$ cat src/rtl/arm_mem_pkg.sv
// Shared definitions for the instruction/data memory arbiter.
//   arb_state_e          : arbiter FSM states (IDLE, IBUSY, DBUSY)
//   BE_ALL               : full-word byte-enable pattern used for fetches
//   ADDR_W_DEFAULT       : default memory word-index width
//   STARVE_LIMIT_DEFAULT : default number of consecutive data grants allowed
//                          while a fetch is waiting
package arm_mem_pkg;

    typedef enum logic [1:0] {
        IDLE  = 2'd0,
        IBUSY = 2'd1,
        DBUSY = 2'd2
    } arb_state_e;

    localparam logic [3:0] BE_ALL = 4'hF;

    localparam int ADDR_W_DEFAULT       = 21;
    localparam int STARVE_LIMIT_DEFAULT = 4;

endpackage

$ cat src/rtl/imem_dmem_arbiter.sv
// Arbiter sharing one single-ported, word-addressed, variable-latency memory
// between the instruction-fetch port and the load/store data port.
// Data accesses win by default; a saturating counter forces a fetch grant
// after STARVE_LIMIT consecutive data grants taken while a fetch was waiting.
//
// Ports
//   clk, reset                 : core clock, synchronous active-high reset
//   ireq, iaddr                : fetch request / byte address
//   irdata, iready             : fetched word (registered), 1-cycle done pulse
//   dreq, dwe, daddr, dwdata,
//   dbe                        : data request, write enable, byte address,
//                                write data, write byte enables
//   drdata, dready             : read data (registered), 1-cycle done pulse
//   mreq, mwe, maddr, mwdata,
//   mbe                        : memory request (high for the whole access)
//                                and registered access attributes
//   mrdata, mready             : memory read data and 1-cycle completion
//
// Parameters
//   ADDR_W       : memory word-index width; maddr = addr[ADDR_W+1:2]
//   STARVE_LIMIT : data grants allowed back to back while a fetch waits (1..15)
module imem_dmem_arbiter
    import arm_mem_pkg::*;
#(
    parameter int ADDR_W       = ADDR_W_DEFAULT,
    parameter int STARVE_LIMIT = STARVE_LIMIT_DEFAULT
) (
    input  logic              clk,
    input  logic              reset,

    input  logic              ireq,
    input  logic [31:0]       iaddr,
    output logic [31:0]       irdata,
    output logic              iready,

    input  logic              dreq,
    input  logic              dwe,
    input  logic [31:0]       daddr,
    input  logic [31:0]       dwdata,
    input  logic [3:0]        dbe,
    output logic [31:0]       drdata,
    output logic              dready,

    output logic              mreq,
    output logic              mwe,
    output logic [ADDR_W-1:0] maddr,
    output logic [31:0]       mwdata,
    output logic [3:0]        mbe,
    input  logic [31:0]       mrdata,
    input  logic              mready
);

    localparam logic [3:0] LIMIT = 4'(STARVE_LIMIT);

    arb_state_e state;
    arb_state_e state_nxt;
    logic [3:0] starve_cnt;
    logic       grant_i;
    logic       grant_d;
    logic       fetch_starved;

    // Only addr[ADDR_W+1:2] selects a word; the byte offset and the bits above
    // the memory size are dropped, so addresses wrap around the array.
    logic unused_addr_bits;
    assign unused_addr_bits = ^{iaddr, daddr};

    // ------------------------------------------------------------------
    // Grant decision / next state
    // ------------------------------------------------------------------
    always_comb begin
        state_nxt     = state;
        grant_i       = 1'b0;
        grant_d       = 1'b0;
        fetch_starved = ireq && (starve_cnt == LIMIT);

        case (state)
            IDLE: begin
                // While a ready pulse is out, the requester still shows the
                // request it is just finishing; hold off one cycle so the
                // next grant samples the updated request and address.
                if (!(iready || dready)) begin
                    if (dreq && !fetch_starved) begin
                        grant_d   = 1'b1;
                        state_nxt = DBUSY;
                    end else if (ireq) begin
                        grant_i   = 1'b1;
                        state_nxt = IBUSY;
                    end
                end
            end
            IBUSY, DBUSY: begin
                if (mready) begin
                    state_nxt = IDLE;
                end
            end
            default: begin
                state_nxt = IDLE;
            end
        endcase
    end

    // ------------------------------------------------------------------
    // State, memory interface and requester response registers
    // ------------------------------------------------------------------
    always_ff @(posedge clk) begin
        if (reset) begin
            state      <= IDLE;
            starve_cnt <= 4'd0;
            mreq       <= 1'b0;
            mwe        <= 1'b0;
            maddr      <= '0;
            mwdata     <= 32'd0;
            mbe        <= 4'd0;
            iready     <= 1'b0;
            dready     <= 1'b0;
            irdata     <= 32'd0;
            drdata     <= 32'd0;
        end else begin
            state  <= state_nxt;
            iready <= 1'b0;
            dready <= 1'b0;

            if (grant_d) begin
                mreq   <= 1'b1;
                mwe    <= dwe;
                maddr  <= daddr[ADDR_W+1:2];
                mwdata <= dwdata;
                mbe    <= dbe;
                // Count only the data grants that overtook a waiting fetch.
                if (ireq) begin
                    if (starve_cnt != LIMIT) begin
                        starve_cnt <= starve_cnt + 4'd1;
                    end
                end else begin
                    starve_cnt <= 4'd0;
                end
            end

            if (grant_i) begin
                mreq       <= 1'b1;
                mwe        <= 1'b0;
                maddr      <= iaddr[ADDR_W+1:2];
                mbe        <= BE_ALL;
                starve_cnt <= 4'd0;
            end

            // mready outside IBUSY/DBUSY is deliberately ignored.
            if (state == IBUSY && mready) begin
                mreq   <= 1'b0;
                irdata <= mrdata;
                iready <= 1'b1;
            end

            if (state == DBUSY && mready) begin
                mreq   <= 1'b0;
                dready <= 1'b1;
                if (!mwe) begin
                    drdata <= mrdata;
                end
            end
        end
    end

    // Requesters must keep a request up until its ready pulse has been seen.
    ireq_held_until_ready: assert property (
        @(posedge clk) disable iff (reset) $fell(ireq) |-> $past(iready));
    dreq_held_until_ready: assert property (
        @(posedge clk) disable iff (reset) $fell(dreq) |-> $past(dready));
    ready_pulses_exclusive: assert property (
        @(posedge clk) disable iff (reset) !(iready && dready));

endmodule

$ cat config.mk
export PLATFORM = sky130hd
export DESIGN_NAME = imem_dmem_arbiter
export DESIGN_NICKNAME = d
export VERILOG_FILES = /design/src/rtl/arm_mem_pkg.sv /design/src/rtl/imem_dmem_arbiter.sv
export SDC_FILE = /design/constraint.sdc
export NUM_CORES = 1
export LEC_CHECK = 0
export ABC_AREA = 1
export BUFFER_PORTS_ARGS = -buffer_cell sky130_fd_sc_hd__buf_2
export CAP_MARGIN = 40
export CELL_PAD_IN_SITES_DETAIL_PLACEMENT = 0
export CELL_PAD_IN_SITES_GLOBAL_PLACEMENT = 2
export CORE_MARGIN = 8
export CORE_UTILIZATION = 21
export DETAILED_ROUTE_END_ITERATION = 8
export GPL_TIMING_DRIVEN = 0
export HOLD_SLACK_MARGIN = 0.06
export PLACE_DENSITY = 0.82
export SLEW_MARGIN = 20
export SYNTH_ARGS = -nofsm -noshare
export SYNTH_HDL_FRONTEND = slang
export SYNTH_SLANG_ARGS = --single-unit
$ cat constraint.sdc
create_clock -name clk -period 1.4 [get_ports clk]
set_input_delay 0.21 -clock clk [delete_from_list [all_inputs] [get_ports clk]]
set_output_delay 0.21 -clock clk [all_outputs]
set_load 0.005 [all_outputs]
# Yosys cells after proc, flatten, opt, wreduce, memory -nomap -nowiden
# Cells that the tools add are included.
# classes
n_addsub	1
n_reduce_logical	14
muxes	22
n_eq_ne	8
n_bitwise	1
# op_table
cell	count
two-way mux 21 bit	2
two-way mux 4 bit	4
two-way mux 1 bit	11
two-way mux 2 bit	4
adder 4 x 1 -> 4 bit (second input constant)	1
== test 4 x 3 -> 1 bit (second input constant)	1
logical AND 1 bit	4
!= test 2 bit (second input constant)	2
!= test 4 x 3 -> 1 bit (second input constant)	1
case mux 2 bit (2 select lines)	1
AND reduction 2 bit	2
OR reduction 2 bit	2
!= test 3 bit (second input constant)	1
AND reduction 3 bit	1
OR reduction 3 bit	1
== test 2 x 1 -> 1 bit (second input constant)	1
== test 2 bit (second input constant)	1
logical NOT 2 bit	1
!= test 2 x 1 -> 1 bit (second input constant)	1
nonzero test 2 bit	1
logical NOT 1 bit	1
logical OR 1 bit	1
inverter 1 bit	1
# word_totals
word_cells	57
out_inout_bits	125
regBits	131

# Logic depth before layout (Yosys ltp)
# logic_depth
depth_word	9
ltp_mapped	11
mapped_depth_nobuf	10

# Least setup slack after synthesis
# OpenSTA, ideal clock, no wires.
# synth_timing
path_type	register -> register
startpoint	reg starve_cnt[0]
endpoint	reg maddr[10]
required_ps	1288
path_buffers	1
setup_time_ps	112
stages_incl_launch_ff	12
arrival_time_ps	1354
slack_ps	-66
cell_sequence	dfxtp_1 inv_1 ha_1 nand2_1 inv_2 nand2_1 nand4_2 inv_2 buf_2 nand3b_1 inv_1 nor2_1
# synth_via
elab_chain_len	8
elab_cells_between_ends	12
cone_classes	eq/ne: 1; mux: 7; reduce/logical: 4
# synth_rtl
item	line_no	text
from (decl)	imem_dmem_arbiter.sv:57	logic [3:0] starve_cnt;
from (signal assigned)	imem_dmem_arbiter.sv:132	starve_cnt <= starve_cnt + 4'd1;
== test 4 x 3 -> 1 bit *	imem_dmem_arbiter.sv:74	fetch_starved = ireq && (starve_cnt == LIMIT);
logical AND 1 bit *	imem_dmem_arbiter.sv:74	
logical NOT 1 bit *	imem_dmem_arbiter.sv:82	if (dreq && !fetch_starved) begin
logical AND 1 bit *	imem_dmem_arbiter.sv:82	
two-way mux 1 bit	imem_dmem_arbiter.sv:82	
two-way mux 1 bit	imem_dmem_arbiter.sv:81	if (!(iready || dready)) begin
two-way mux 1 bit	imem_dmem_arbiter.sv:76	case (state)
two-way mux 21 bit / nonzero test 2 bit (equally long branches)	n/a	
to (signal assigned)	imem_dmem_arbiter.sv:126	maddr <= daddr[ADDR_W+1:2];
to (signal assigned)	imem_dmem_arbiter.sv:142	maddr <= iaddr[ADDR_W+1:2];
to (decl)	imem_dmem_arbiter.sv:46	output logic [ADDR_W-1:0] maddr,
# Every way passes the cells marked *; elsewhere a longest branch is shown, timed or not.
# A chain may end at the register's enable or synchronous reset.

# Worst setup path in the final report
# layout_timing
startpoint	reg state[0]
endpoint	reg mwdata[26]
# layout_via
elab_chain_len	2
# layout_rtl
item	line_no	text
from (decl)	imem_dmem_arbiter.sv:55	arb_state_e state;
from (signal assigned)	imem_dmem_arbiter.sv:119	state <= state_nxt;
logical NOT 2 bit	imem_dmem_arbiter.sv:76	
two-way mux 1 bit	imem_dmem_arbiter.sv:76	
to (signal assigned)	imem_dmem_arbiter.sv:127	mwdata <= dwdata;
to (decl)	imem_dmem_arbiter.sv:47	output logic [31:0] mwdata,
# No other way between the ends.

==> qor_table.md <==
| Metric | This run |
|:---|:---|
| Status | finished, violations left |
| Violated checks | setup timing |
| Switching Fraction | 0.340 |
| Setup WS post-layout | -96.6 ps |
| Rows | 57 |
| Layout Cell Area excl Fill | 9340 um2 |
| Cell chosen for the clock root | sky130_fd_sc_hd__clkbuf_16 |
| Post-place setup slack | -695 ps |
| HPWL after DPL | 15300 um |
| CP Max Fanout | 10 |
| Slew Limit Headroom | 0.541 |
| Max-Cap Viols | 0 |
| Class of the tightest hold or removal check | in2reg |
| Number of global-route vias before repair | 5962 |
| Leading cell type in the layout, fill and taps excluded | sky130_fd_sc_hd__buf_2 |
| Share of total power in combinational logic | 0.385 |
| Antenna violations before repair | 1 |
| GR Util met2 | 0.231 |
| Final Max Slew Viols | 0 |
| Boundary Pins | 263 |
| Worst ir drop on vdd | 0.000677 V |
| Detailed-route wire length per cell | 15.7 um |
| Sum Neg Setup Slack | -3090 ps |
| Largest net degree at the start of global routing | 17 |
| Share of total power in sequential cells | 0.315 |
| Clock network fraction of design power | 0.300 |
| Clock tree from TritonCTS | built |
| Number of distinct standard cells referenced by the synthesized netlist | 23 |
| Commonest cells after routing, fill and taps aside | sky130_fd_sc_hd__buf_2, sky130_fd_sc_hd__nand2_1, sky130_fd_sc_hd__dfxtp_1, sky130_fd_sc_hd__dlygate4sd3_1, sky130_fd_sc_hd__inv_1 |
| Unrepaired setup endpoints after global routing | yes |
| Count of final setup violators | 59 |
| Share of layout cells above drive strength 1 | 0.419 |
| Syn-to-layout area delta | 80.5% |
| Placement-stage cell area | 6800 um2 |
| Power per unit of standard cell area | 1670 nW/um2 |
| Die H | 173 um |
| Maximum frequency from static timing analysis | 668 MHz |
| Starting utilization of the core area | 0.213 |
| DRC violation count after routing | 0 |
| Synth Instances | 694 |
| GRT Util Overall | 0.140 |
| Leakage power | 4.60 nW |
| Number of placed instances with taps included | 1257 |
| Pint | 10.3 mW |
| Global route hottest layer | met2 |
| Final core area utilization | 0.385 |
| Mean post-synth cell area | 7.45 um2 |
| Die Wd | 173 um |
| Global-route wire length before repair | 33700 um |
| Global routing met3 resource utilization | 0.0514 |
| Clock skew after layout | 9.14 ps |
| H-tree levels | 4 |
| Transition at the pin with the smallest max-transition slack | 689 ps |
| Number of buffers inserted during clock tree synthesis | 17 |
| #FFs+latches synth | 131 |
| Antenna Violating Nets Remaining | 0 |
| Number of antenna cells inserted | 0 |
| Area of the placeable core | 24200 um2 |
| Crit-path max cell delay | 350 ps |
| Count of non-filler cells in the finished layout | 1415 |
| Sequential cell area fraction in the yosys report | 0.507 |
| Residual overflow from global routing | 0 |
| Critical path arrival | 1770 ps |
| Final weighted congestion in routability-driven placement | 0.745 |
| Class of the most critical setup path | reg2reg |
| Worst-path cell chain | inv_4, ha_4, buf_6, nand4_4, clkinv_4, buf_12, buf_8, nand2_1, a21oi_2 |
| Post-detailed-route via-to-cell ratio | 4.20 |
| Clock Latency Late Sink | 410 ps |
| Net Sw Power | 5.30 mW |
| First-pass iteration count of the detailed router | 4 |
| Clock-pin slew of the registers on the worst-case setup and hold paths | 60 ps |
| Syn. warnings | 0 |
| 1st-iter DRT viols | 249 |
| Synthesized net count | 837 |
| Sinks on Clock Net | 131 |
| Global-route track usage on met1 | 0.170 |
| Hold violation total from the final report | 0 |
| Endpoint class of the critical path | register |
| Maximum buffer depth of the clock tree | 2 |
| Library cell contributing the largest single delay on the critical path | sky130_fd_sc_hd__dfxtp_2 |
| Die area | 29900 um2 |
| Crit share post-route | 1.07 |
| Setup crit start kind | register |
| WP data required | 1670 ps |
| Routed vias | 5944 |
| Cell area after technology mapping | 5170 um2 |
| Port-buffer cells | 239 |
| Post-detailed-routing wire length | 22200 um |
| Final worst path period need | 1500 ps |
| Layout net count | 1221 |
-- sequential cells by signal, summed over array words and instances (netlist names) --
register / count
dready: 1
mwdata: 32
mreq: 1
iready: 1
starve_cnt: 4
irdata: 32
mwe: 1
drdata: 32
mbe: 4
maddr: 21
state: 2
-- through the flow --
stage	hold slack [ps]	total power, mW
6_report	89.4	15.6
5_1_grt	92.3	16.6
4_1_cts	70.8	14.9
3_5_place_dp	418	8.91
3_3_place_gp	416	8.88
2_1_floorplan	313	7.10
-- critical path: cells and delay by family, from the launching register on --
kind,cells,cell delay (ps)
fa+ha+maj,1,160
buf+inv,5,570
compound gates,1,50
flops,1,350
simple gates,2,220
-- synthesized netlist by cell type --
cell / instances / area, um2
sky130_fd_sc_hd__o21ai_0: 53 / 265
sky130_fd_sc_hd__buf_2: 15 / 75.1
sky130_fd_sc_hd__nand4_1: 24 / 150
sky130_fd_sc_hd__inv_1: 72 / 270
sky130_fd_sc_hd__clkbuf_1: 21 / 78.8
sky130_fd_sc_hd__buf_6: 1 / 11.3
sky130_fd_sc_hd__nand3_1: 50 / 250
sky130_fd_sc_hd__nand3b_1: 11 / 82.6
sky130_fd_sc_hd__o221ai_1: 1 / 8.76
sky130_fd_sc_hd__o211ai_1: 1 / 7.51
sky130_fd_sc_hd__nand2_2: 1 / 6.26
sky130_fd_sc_hd__a21oi_1: 61 / 305
sky130_fd_sc_hd__inv_2: 5 / 18.8
sky130_fd_sc_hd__ha_1: 5 / 62.6
sky130_fd_sc_hd__nor2_4: 1 / 11.3
sky130_fd_sc_hd__nand4_2: 1 / 12.5
sky130_fd_sc_hd__nand3_4: 1 / 17.5
sky130_fd_sc_hd__buf_1: 4 / 15.0
sky130_fd_sc_hd__nand2_1: 166 / 623
sky130_fd_sc_hd__buf_4: 2 / 15.0
sky130_fd_sc_hd__xor2_1: 2 / 17.5
sky130_fd_sc_hd__nor2_1: 65 / 244
sky130_fd_sc_hd__dfxtp_1: 131 / 2620
-- cell families after synthesis --
logic type / synth area share
buffers and inverters: 0.0936
adder cells (fa/ha/maj): 0.0121
XOR/XNOR: 0.00339
AND/OR/NAND/NOR: 0.270
AO/OA/AOI/OAI: 0.113
flip-flops: 0.507
-- final timing paths --
| path | cells past startpoint | from | endpoint | slack, ps |
|---|---|---|---|---|
| min | 4 | daddr[15] | maddr[13]$_SDFFE_PP0P_ | 90 |
| max reg2reg | 9 | state[0]$_SDFFE_PP0P_ | mwdata[26]$_SDFFE_PP0P_ | -100 |
| max | 9 | state[0]$_SDFFE_PP0P_ | mwdata[26]$_SDFFE_PP0P_ | -100 |
| min reg2reg | 2 | mreq$_SDFFE_PP0P_ | mreq$_SDFFE_PP0P_ | 450 |
-- layer usage --
| layer | routed length [um] | part of all wire |
|---|---|---|
| met1 | 9870 | 0.44 |
| met2 | 10400 | 0.47 |
| met3 | 1610 | 0.072 |
| met4 | 257 | 0.012 |
| met5 | 8 | 0.00036 |
-- power groups by stage --
stage / sequential [mW] / clock, mW / combinational [mW]
2_1_floorplan: 4.99 / 0 / 2.11
3_3_place_gp: 4.92 / 0 / 3.97
5_1_grt: 5.00 / 5.01 / 6.59
4_1_cts: 4.87 / 4.82 / 5.25
6_report: 4.90 / 4.67 / 6.01
3_5_place_dp: 4.93 / 0 / 3.98
-- what timing repair did --
item / in CTS / in global routing
pin swaps: 11 / 45
endpoints found under the setup margin: 130 / 112
cloned: 4 / 7
endpoints found under the hold margin: 101 / 0
resized for setup: 98 / 147
hold buffers: 75 / 0
setup buffers: 31 / 16
-- final cells by class --
type	count	area, um2
Buffer	40	349
Tap cell	324	405
Timing Repair Buffer	365	2520
Clock buffer	20	457
Timing Repair inverter	2	13.8
Fill cell	2574	14900
Clock inverter	12	155
Inverter	77	308
Multi-Input combinational cell	444	2490
Sequential cell	131	2630
(Power assumes the default switching activity.)
